==> src/rtl/wbs_ctrl.sv <==
// Wishbone classic slave bridging the Caravel bus to the KD-tree core: register page,
// four SRAM windows, start/done handshake. Optional drop counter: WBS_CTRL_DROP_CNT_EN.
module wbs_ctrl #(
    parameter int MEM_ADDR_W = 14,
    parameter int MEM_LAT    = 1
) (
    input  logic                  wb_clk_i,
    input  logic                  wb_rst_i,
    input  logic                  wbs_stb_i,
    input  logic                  wbs_cyc_i,
    input  logic                  wbs_we_i,
    input  logic [3:0]            wbs_sel_i,
    input  logic [31:0]           wbs_adr_i,
    input  logic [31:0]           wbs_dat_i,
    output logic                  wbs_ack_o,
    output logic [31:0]           wbs_dat_o,
    output logic                  mode_o,
    output logic                  debug_o,
    output logic                  fsm_start_o,
    input  logic                  fsm_busy_i,
    input  logic                  fsm_done_i,
    output logic [3:0]            mem_sel_o,
    output logic                  mem_we_o,
    output logic                  mem_re_o,
    output logic [MEM_ADDR_W-1:0] mem_addr_o,
    output logic [31:0]           mem_wdata_o,
    input  logic [31:0]           mem_rdata_i
);

    typedef enum logic [2:0] {IDLE, REG_ACK, MEM_WR, MEM_RD, RD_WAIT, ACK} state_t;

    localparam logic [1:0]  CNT_LAST  = 2'(MEM_LAT - 1);
    localparam logic [15:0] OFF_MODE  = 16'h0000;
    localparam logic [15:0] OFF_DEBUG = 16'h0004;
    localparam logic [15:0] OFF_DONE  = 16'h0008;
    localparam logic [15:0] OFF_START = 16'h000C;
    localparam logic [15:0] OFF_BUSY  = 16'h0010;

    state_t                  state_reg;
    logic [1:0]              cnt_reg;
    logic [15:0]             off_reg;
    logic                    we_reg;
    logic                    is_reg_reg;
    logic [31:0]             wdata_reg;
    logic                    mode_reg;
    logic                    debug_reg;
    logic                    done_reg;
    logic                    ack_reg;
    logic [31:0]             rdata_reg;
    logic                    start_reg;
    logic [3:0]              sel_reg;
    logic                    mem_we_reg;
    logic                    mem_re_reg;
    logic [MEM_ADDR_W-1:0]   addr_reg;

    logic                    req;
    logic                    claim;
    logic                    accept;
    logic [3:0]              win;
    logic [3:0]              win_hit;
    logic                    is_reg;
    logic                    mem_ok;
    logic                    drop_evt;
    logic                    start_hit;
    logic                    dbg_clr;
    logic                    done_clr;
    logic [7:0]              drop_cnt;
    logic [31:0]             reg_rdata;
    logic                    unused_sel;

    assign req     = wbs_cyc_i & wbs_stb_i;
    assign claim   = (wbs_adr_i[31:20] == 12'h300);
    assign accept  = (state_reg == IDLE) & req & claim;
    assign win     = wbs_adr_i[19:16];
    assign is_reg  = (win == 4'd0);

    genvar gi;
    generate
        for (gi = 0; gi < 4; gi++) begin : g_win
            assign win_hit[gi] = (win == 4'(gi + 1));
        end
    endgenerate

    // Busy and mode are judged at accept; anything not register-page and not a usable window is dropped.
    assign mem_ok    = (|win_hit) & mode_reg & ~fsm_busy_i;
    assign drop_evt  = accept & ~is_reg & ~mem_ok;
    assign start_hit = wbs_we_i & is_reg & (wbs_adr_i[15:0] == OFF_START) & wbs_dat_i[0]
                     & mode_reg & ~fsm_busy_i;
    assign dbg_clr   = (state_reg == REG_ACK) & we_reg & is_reg_reg & (off_reg == OFF_DEBUG);
    assign done_clr  = (state_reg == REG_ACK) & we_reg & is_reg_reg & (off_reg == OFF_DONE);
    assign unused_sel = ^wbs_sel_i;

    always_comb begin
        reg_rdata = '0;
        case (wbs_adr_i[15:0])
            OFF_MODE:  reg_rdata = {31'd0, mode_reg};
            OFF_DEBUG: reg_rdata = {16'd0, drop_cnt, 7'd0, debug_reg};
            OFF_DONE:  reg_rdata = {31'd0, done_reg};
            OFF_BUSY:  reg_rdata = {31'd0, fsm_busy_i};
            default:   reg_rdata = '0;
        endcase
    end

    always_ff @(posedge wb_clk_i) begin
        if (wb_rst_i) begin
            state_reg  <= IDLE;
            cnt_reg    <= '0;
            off_reg    <= '0;
            we_reg     <= 1'b0;
            is_reg_reg <= 1'b0;
            wdata_reg  <= '0;
            mode_reg   <= 1'b0;
            debug_reg  <= 1'b0;
            ack_reg    <= 1'b0;
            rdata_reg  <= '0;
            start_reg  <= 1'b0;
            sel_reg    <= '0;
            mem_we_reg <= 1'b0;
            mem_re_reg <= 1'b0;
            addr_reg   <= '0;
        end else begin
            // Every strobe, ack and data output is a one-cycle pulse unless re-asserted below.
            ack_reg    <= 1'b0;
            rdata_reg  <= '0;
            start_reg  <= 1'b0;
            sel_reg    <= '0;
            mem_we_reg <= 1'b0;
            mem_re_reg <= 1'b0;
            addr_reg   <= '0;
            case (state_reg)
                IDLE: begin
                    if (accept) begin
                        off_reg    <= wbs_adr_i[15:0];
                        we_reg     <= wbs_we_i;
                        is_reg_reg <= is_reg;
                        wdata_reg  <= wbs_dat_i;
                        if (mem_ok) begin
                            sel_reg  <= win_hit;
                            addr_reg <= wbs_adr_i[MEM_ADDR_W+1:2];
                            if (wbs_we_i) begin
                                mem_we_reg <= 1'b1;
                                state_reg  <= MEM_WR;
                            end else begin
                                mem_re_reg <= 1'b1;
                                state_reg  <= MEM_RD;
                            end
                        end else begin
                            ack_reg   <= 1'b1;
                            rdata_reg <= (is_reg & ~wbs_we_i) ? reg_rdata : 32'd0;
                            start_reg <= start_hit;
                            state_reg <= REG_ACK;
                        end
                    end
                end
                REG_ACK: begin
                    if (we_reg && is_reg_reg) begin
                        if (off_reg == OFF_MODE)  mode_reg  <= wdata_reg[0];
                        if (off_reg == OFF_DEBUG) debug_reg <= wdata_reg[0];
                    end
                    state_reg <= IDLE;
                end
                MEM_WR: begin
                    ack_reg   <= 1'b1;
                    state_reg <= ACK;
                end
                MEM_RD: begin
                    cnt_reg   <= '0;
                    state_reg <= RD_WAIT;
                end
                RD_WAIT: begin
                    if (cnt_reg == CNT_LAST) begin
                        ack_reg   <= 1'b1;
                        rdata_reg <= mem_rdata_i;
                        state_reg <= ACK;
                    end else begin
                        cnt_reg <= cnt_reg + 2'd1;
                    end
                end
                ACK: begin
                    state_reg <= IDLE;
                end
                default: begin
                    state_reg <= IDLE;
                end
            endcase
        end
    end

    // A done pulse coinciding with a write-clear must survive.
    always_ff @(posedge wb_clk_i) begin
        if (wb_rst_i) begin
            done_reg <= 1'b0;
        end else if (fsm_done_i) begin
            done_reg <= 1'b1;
        end else if (done_clr) begin
            done_reg <= 1'b0;
        end
    end

`ifdef WBS_CTRL_DROP_CNT_EN
    logic [7:0] drop_cnt_reg;

    always_ff @(posedge wb_clk_i) begin
        if (wb_rst_i) begin
            drop_cnt_reg <= '0;
        end else if (dbg_clr) begin
            drop_cnt_reg <= '0;
        end else if (drop_evt && (drop_cnt_reg != 8'hFF)) begin
            drop_cnt_reg <= drop_cnt_reg + 8'd1;
        end
    end

    assign drop_cnt = drop_cnt_reg;
`else
    logic unused_drop;
    assign unused_drop = drop_evt ^ dbg_clr;
    assign drop_cnt    = 8'd0;
`endif

    assign wbs_ack_o   = ack_reg;
    assign wbs_dat_o   = rdata_reg;
    assign mode_o      = mode_reg;
    assign debug_o     = debug_reg;
    assign fsm_start_o = start_reg;
    assign mem_sel_o   = sel_reg;
    assign mem_we_o    = mem_we_reg;
    assign mem_re_o    = mem_re_reg;
    assign mem_addr_o  = addr_reg;
    assign mem_wdata_o = wdata_reg;

endmodule

==> config.mk <==
export PLATFORM = sky130hd
export DESIGN_NAME = wbs_ctrl
export DESIGN_NICKNAME = d
export VERILOG_FILES = /design/src/rtl/wbs_ctrl.sv
export SDC_FILE = /design/constraint.sdc
export NUM_CORES = 1
export LEC_CHECK = 0
export ABC_AREA = 0
export BUFFER_PORTS_ARGS = -buffer_cell sky130_fd_sc_hd__clkbuf_2
export CORE_MARGIN = 2
export CORE_UTILIZATION = 41
export DETAILED_ROUTE_END_ITERATION = 12
export HOLD_SLACK_MARGIN = 0.03
export PLACE_DENSITY = 0.75
export SLEW_MARGIN = 30
export SYNTH_ARGS = -nofsm -noshare
export SYNTH_HDL_FRONTEND = slang
export SYNTH_SLANG_ARGS = --single-unit
export TNS_END_PERCENT = 20
==> constraint.sdc <==
create_clock -name wb_clk_i -period 1.39 [get_ports wb_clk_i]
set_input_delay 0 -clock wb_clk_i [delete_from_list [all_inputs] [get_ports wb_clk_i]]
set_output_delay 0 -clock wb_clk_i [all_outputs]
set_load 0.05 [all_outputs]
* Word level (Yosys, flattened, before mapping)
Cells that the tools add are included.
** Word-level totals
- Output and inout port bits :: 88
- Bits in latches :: 0
- Memory bits (writable) :: 0
- Memories :: 0
- Memory bits (read-only) :: 0
- Register bits after elaboration :: 112
** Operators by class
- Reduce and logical (&&, ||, !) cells :: 16
- Divide/modulo/power cells :: 0
- Magnitude comparators :: 0
- Add/sub/neg operators :: 1
- Bitwise logic cells :: 19
- Muxes and demuxes :: 21
- Shift-type cells :: 0
- Eq/ne operators :: 18
- Multiply operators :: 0
** Operator list (number)
- $mux 32 :: 4
- $pmux 32 s2 :: 1
- $eq 16x4->1 const B :: 3
- $eq 16x3->1 const B :: 2
- $logic_not 16->1 :: 2
- $eq 16x5->1 const B :: 1
- $and 1x1->1 :: 14
- $eq 12x10->1 const B :: 1
- $pmux 3 s4 :: 1
- $reduce_or 4->1 :: 3
- $mux 3 :: 3
- $eq 4x2->1 const B :: 2
- $mux 1 :: 8
- $eq 3x2->1 const B :: 2
- $ne 2x2->1 const B :: 3
- $reduce_and 2->1 :: 3
- $reduce_and 3->1 :: 2
- $not 1->1 :: 5
- $eq 4x1->1 const B :: 1
- $eq 4x3->1 const B :: 1
- $logic_not 4->1 :: 1
- $pmux 1 s4 :: 1
- $pmux 2 s2 :: 1
- $reduce_bool 2->1 :: 2
- 8 further kinds :: 8

* Depth between registers and ports, before layout
- Word-level depth :: 7
- Mapped depth :: 7
- Mapped depth without buffers :: 6

* Worst setup path after synthesis
Ideal clock, no wire load.
- Path type :: reg-to-reg
- Start point :: register mode_reg, in the netlist mode_o
- End point :: register sel_reg[2], in the netlist mem_sel_o[2]
- Path buffers :: 1
- Setup time :: 0.061 ns
- Data arrival time :: 1.465 ns
- Path slack :: -0.136 ns
- Required time :: 1.329 ns
- Cell stages (with the launch flop) :: 5
- Cells stage by stage :: dfxtp_1 > nand4_1 > nor4_4 > buf_4 > and4_1
** Between the ends
- Word-level cells in the longest chain between the ends :: 4
** RTL lines
- from (decl) :: RTL line 45 : logic mode_reg;
- from (signal assigned) :: RTL line 157 : if (off_reg == OFF_MODE) mode_reg <= wdata_reg[0];
- $and 1x1->1 (2 in series) :: RTL line 85 : assign mem_ok = (|win_hit) & mode_reg & ~fsm_busy_i;
- $not 1->1 (no line)
- $reduce_or 4->1 (no line)
- to (signal assigned) :: RTL line 138 : sel_reg <= win_hit;
- to (decl) :: RTL line 51 : logic [3:0] sel_reg;
No other way between the ends.
A chain may end at the register's enable or synchronous reset.

* Worst setup path after layout
- Start point :: register off_reg[8]
- End point :: register debug_reg, in the netlist debug_o
** Between the ends
- Word-level cells in the longest chain between the ends :: 2
** RTL lines
- from (decl) :: RTL line 41 : logic [15:0] off_reg;
- from (signal assigned) :: RTL line 133 : off_reg <= wbs_adr_i[15:0];
- $eq 16x3->1 :: RTL line 158 : if (off_reg == OFF_DEBUG) debug_reg <= wdata_reg[0];
- $reduce_and 3->1 (no line)
- to (signal assigned) :: RTL line 158
- to (decl) :: RTL line 46 : logic debug_reg;
No other way between the ends.

==> summary.md <==
| Metric | Value |
|---|---|
| # diodes | 0 |
| Post-synthesis mux area share | 0.245% |
| P&R area growth vs syn | 61.6% |
| Post-detailed-routing wire length | 13700 µm |
| Worst Tran Pin Value | 0.484 ns |
| Area of the multi-input gates | 0.00176 mm² |
| Reg-to-reg slack, setup | -0.25 ns |
| Crit path capture type | flip-flop |
| Final max-slew violation count | 0 |
| Post-synthesis adder-cell area fraction | 0.306% |
| Largest family of logic cells by synthesized area | simple AND/OR/NAND/NOR gates |
| TritonCTS buffer count | 9 |
| Hold_ws | 0.0359 ns |
| Vias per cell | 5.20 |
| Clk_skew | 0.0146 ns |
| Most used DFF post-synth | dfxtp_1 |
| Worst Hold End | state_reg[1]$_SDFFE_PP0P_ |
| Final Non-Filler Cells | 864 |
| DP Wirelength | 8040 µm |
| Initial antenna violation count | 0 |
| Fraction of registers with async set/reset | 0% |
| Chip width | 104 µm |
| First-pass GRT wire length | 21500 µm |
| Drt drc | 0 |
| Nets@finish | 834 |
| Worst R2R End | debug_o$_SDFFE_PP0P_ |
| Worst vdd ir | 0.444 mV |
| Syn avg cell area | 9.26 µm² |
| Clk Latency, worst-skew pair | 0.37 ns |
| Initial Util | 42.0% |
| Placed cell area | 0.00531 mm² |
| Hold path depth | 4 |
| Synth Instances | 441 |
| Setup violations, final | 76 |
| Register area share after synthesis | 54.9% |
| Crit Path Category | reg -> reg |
| Mapped Area | 0.00408 mm² |
| Post-layout util | 67.8% |
| Yosys reg bits | 112 |
| Largest net degree at the start of global routing | 51 |
| Row Count | 36 |
| Die area | 0.0108 mm² |
| Hold path start | wbs_adr_i[26] |
| Final Instance Area | 0.00660 mm² |
| CTS tree | built |
| Crit share post-route | 118% |
| CP required | 1.70 ns |
| Compound-cell area share of the yosys netlist | 15.4% |
| GRT Util Overall | 24.5% |
| Post-Synth Simple-Gate Area | 24.2% |
| GP Congestion | 0.840 |
| Violated checks | setup timing |
| # IOs | 195 |
| Clk sink count | 112 |
| Minimum clock period | 1.64 ns |
| Core area | 0.00973 mm² |
| Longest Clk Path Bufs | 2 |
| Grt ovf | 0 |
| DR vias | 4491 |
| First-pass DRT Iterations | 6 |
| H-tree levels | 3 |
| Setup ws final | -0.247 ns |
| Syn_nets | 549 |
| Unrepaired setup endpoints after global routing | true |
| Pwr/cell area | 867 mW/mm² |
| Vias in the first global route | 4416 |
| Final-layout fill cell count | 780 |
| Nature of the critical path startpoint | flip-flop |
| Die Span Y | 104 µm |
| Remaining antenna violation count | 0 |
| Relative slew slack | 67.7% |
| Reg clk slew, reported paths | 0.11 ns |
| Critical R2R Launch | off_reg[8]$_SDFFE_PP0P_ |
| Sequential Area | 0.00225 mm² |
| Post-synthesis xor/xnor area fraction | 0% |
| Routed wire length per instance | 15.9 µm |
| Crit path DAT | 1.95 ns |
| Port bufs | 190 |
| HP Class | in -> reg |
| CP Max Fanout | 4 |
| Highest clock rate | 611 MHz |
| Root Buffer Master | clkbuf_8 |
| Reg2Reg Depth | 5 |
| Number of synthesized flops with an enable pin | 0 |
| Placed cell count | 753 |
| Initial DRC count | 295 |
| Leakage | 2.82 nW |
| Final Hold Viols | 0 |
| Outcome | finished with violations |
| Share of layout cells above drive strength 1 | 36.1% |
| Maxcap violations | 0 |
| Yosys warnings | 0 |
| Synth cell types | 41 |
-- repair_timing --
item,4_1_cts,5_1_grt
hold buffers,92,0
buffers inserted,1,1
gates cloned,0,1
pin swaps,31,2
resized for setup,21,29
setup endpoints to repair,74,110
endpoints found under the hold margin,106,0
-- cell usage after synthesis (6+ instances only) --
cell type	number	area share, %
nand3_1	54	6.6
nand2b_1	7	1.1
nor3_1	6	0.74
nand2_1	10	0.92
dfxtp_1	112	55
o21ai_0	52	6.4
nor2_1	12	1.1
nor4_1	7	1.1
and2_1	46	7.0
inv_1	6	0.55
clkbuf_1	19	1.7
buf_2	13	1.6
a21oi_1	56	6.9
-- area by class of cell --
type | instances | share of cell area, %
timing repair buffer | 311 | 33.4
clock buffer | 11 | 1.99
clock inverter | 5 | 1.00
inverter | 6 | 0.341
tap | 133 | 2.52
multi-input combinational | 286 | 26.7
sequential | 112 | 34.1
-- worst max-delay path by stage --
| stage | depth (start not counted) | startpoint | to | slack [ns] |
|---|---|---|---|---|
| 3_5_place_dp | 5 | state_reg[1]$_SDFFE_PP0P_ | off_reg[14]$_SDFFE_PP0P_ | -0.12 |
| 6_report | 5 | off_reg[8]$_SDFFE_PP0P_ | debug_o$_SDFFE_PP0P_ | -0.25 |
| 4_1_cts | 5 | off_reg[8]$_SDFFE_PP0P_ | debug_o$_SDFFE_PP0P_ | -0.10 |
| 3_3_place_gp | 5 | off_reg[8]$_SDFFE_PP0P_ | debug_o$_SDFFE_PP0P_ | -0.14 |
| 2_1_floorplan | 5 | state_reg[2]$_SDFFE_PP0P_ | debug_o$_SDFFE_PP0P_ | -0.05 |
| 5_1_grt | 5 | off_reg[8]$_SDFFE_PP0P_ | debug_o$_SDFFE_PP0P_ | -0.33 |
-- cells by family (layout without fill, tap and decap cells) --
group | count (synthesis) | after routing
buf+inv | 43 | 333
simple gates | 165 | 165
compound gates | 119 | 119
mux | 1 | 1
fa+ha+maj | 1 | 1
flops | 112 | 112
-- report_power, final --
part	total, W	switching [W]	internal (W)
logic	0.000550	0.000219	0.000330
clock network	0.00196	0.00110	0.000856
registers	0.00321	0.00000375	0.00321
-- per-stage QoR --
step           TNS [ns]  power [W]  setup slack [ns]
6_report          -5.84    0.00572            -0.247
3_3_place_gp      -2.16    0.00358            -0.138
4_1_cts           -1.86    0.00573            -0.103
3_5_place_dp      -4.23    0.00359            -0.120
5_1_grt          -11.03    0.00594            -0.325
2_1_floorplan     -1.62    0.00338           -0.0491
-- cells in the final DEF, fill, tap and decap left out, types with 7 or more instances in the layout --
cell           Yosys  layout
buf_4              2      19
clkbuf_2           0     190
dfxtp_1          112     107
nand3_1           54      53
a21oi_1           56      49
nand2b_1           7       7
clkbuf_8           0       9
o21ai_1            0      19
nand2_1           10      10
buf_12             0       7
and2_1            46      46
dlygate4sd3_1      0      92
a21oi_2            0       7
nor2_1            12      11
o21ai_0           52      33
-- per-layer routing --
metal	track usage, %	routed length (µm)	up-vias	part of all wire [%]
li1	-	-	2123	-
met1	28.2	5190	2083	38
met2	43.2	7080	236	52
met3	4.72	937	49	6.8
met4	12.5	517	0	3.8
met5	0	0	-	0
-- worst max-delay path: stages (launching register included) --
cell,delay (ns)
dfxtp_2,0.34
nor4_2,0.30
buf_4,0.17
nand3_4,0.08
or4_4,0.54
a21oi_2,0.15
No activity file was read; power rests on OpenSTA's default activity.
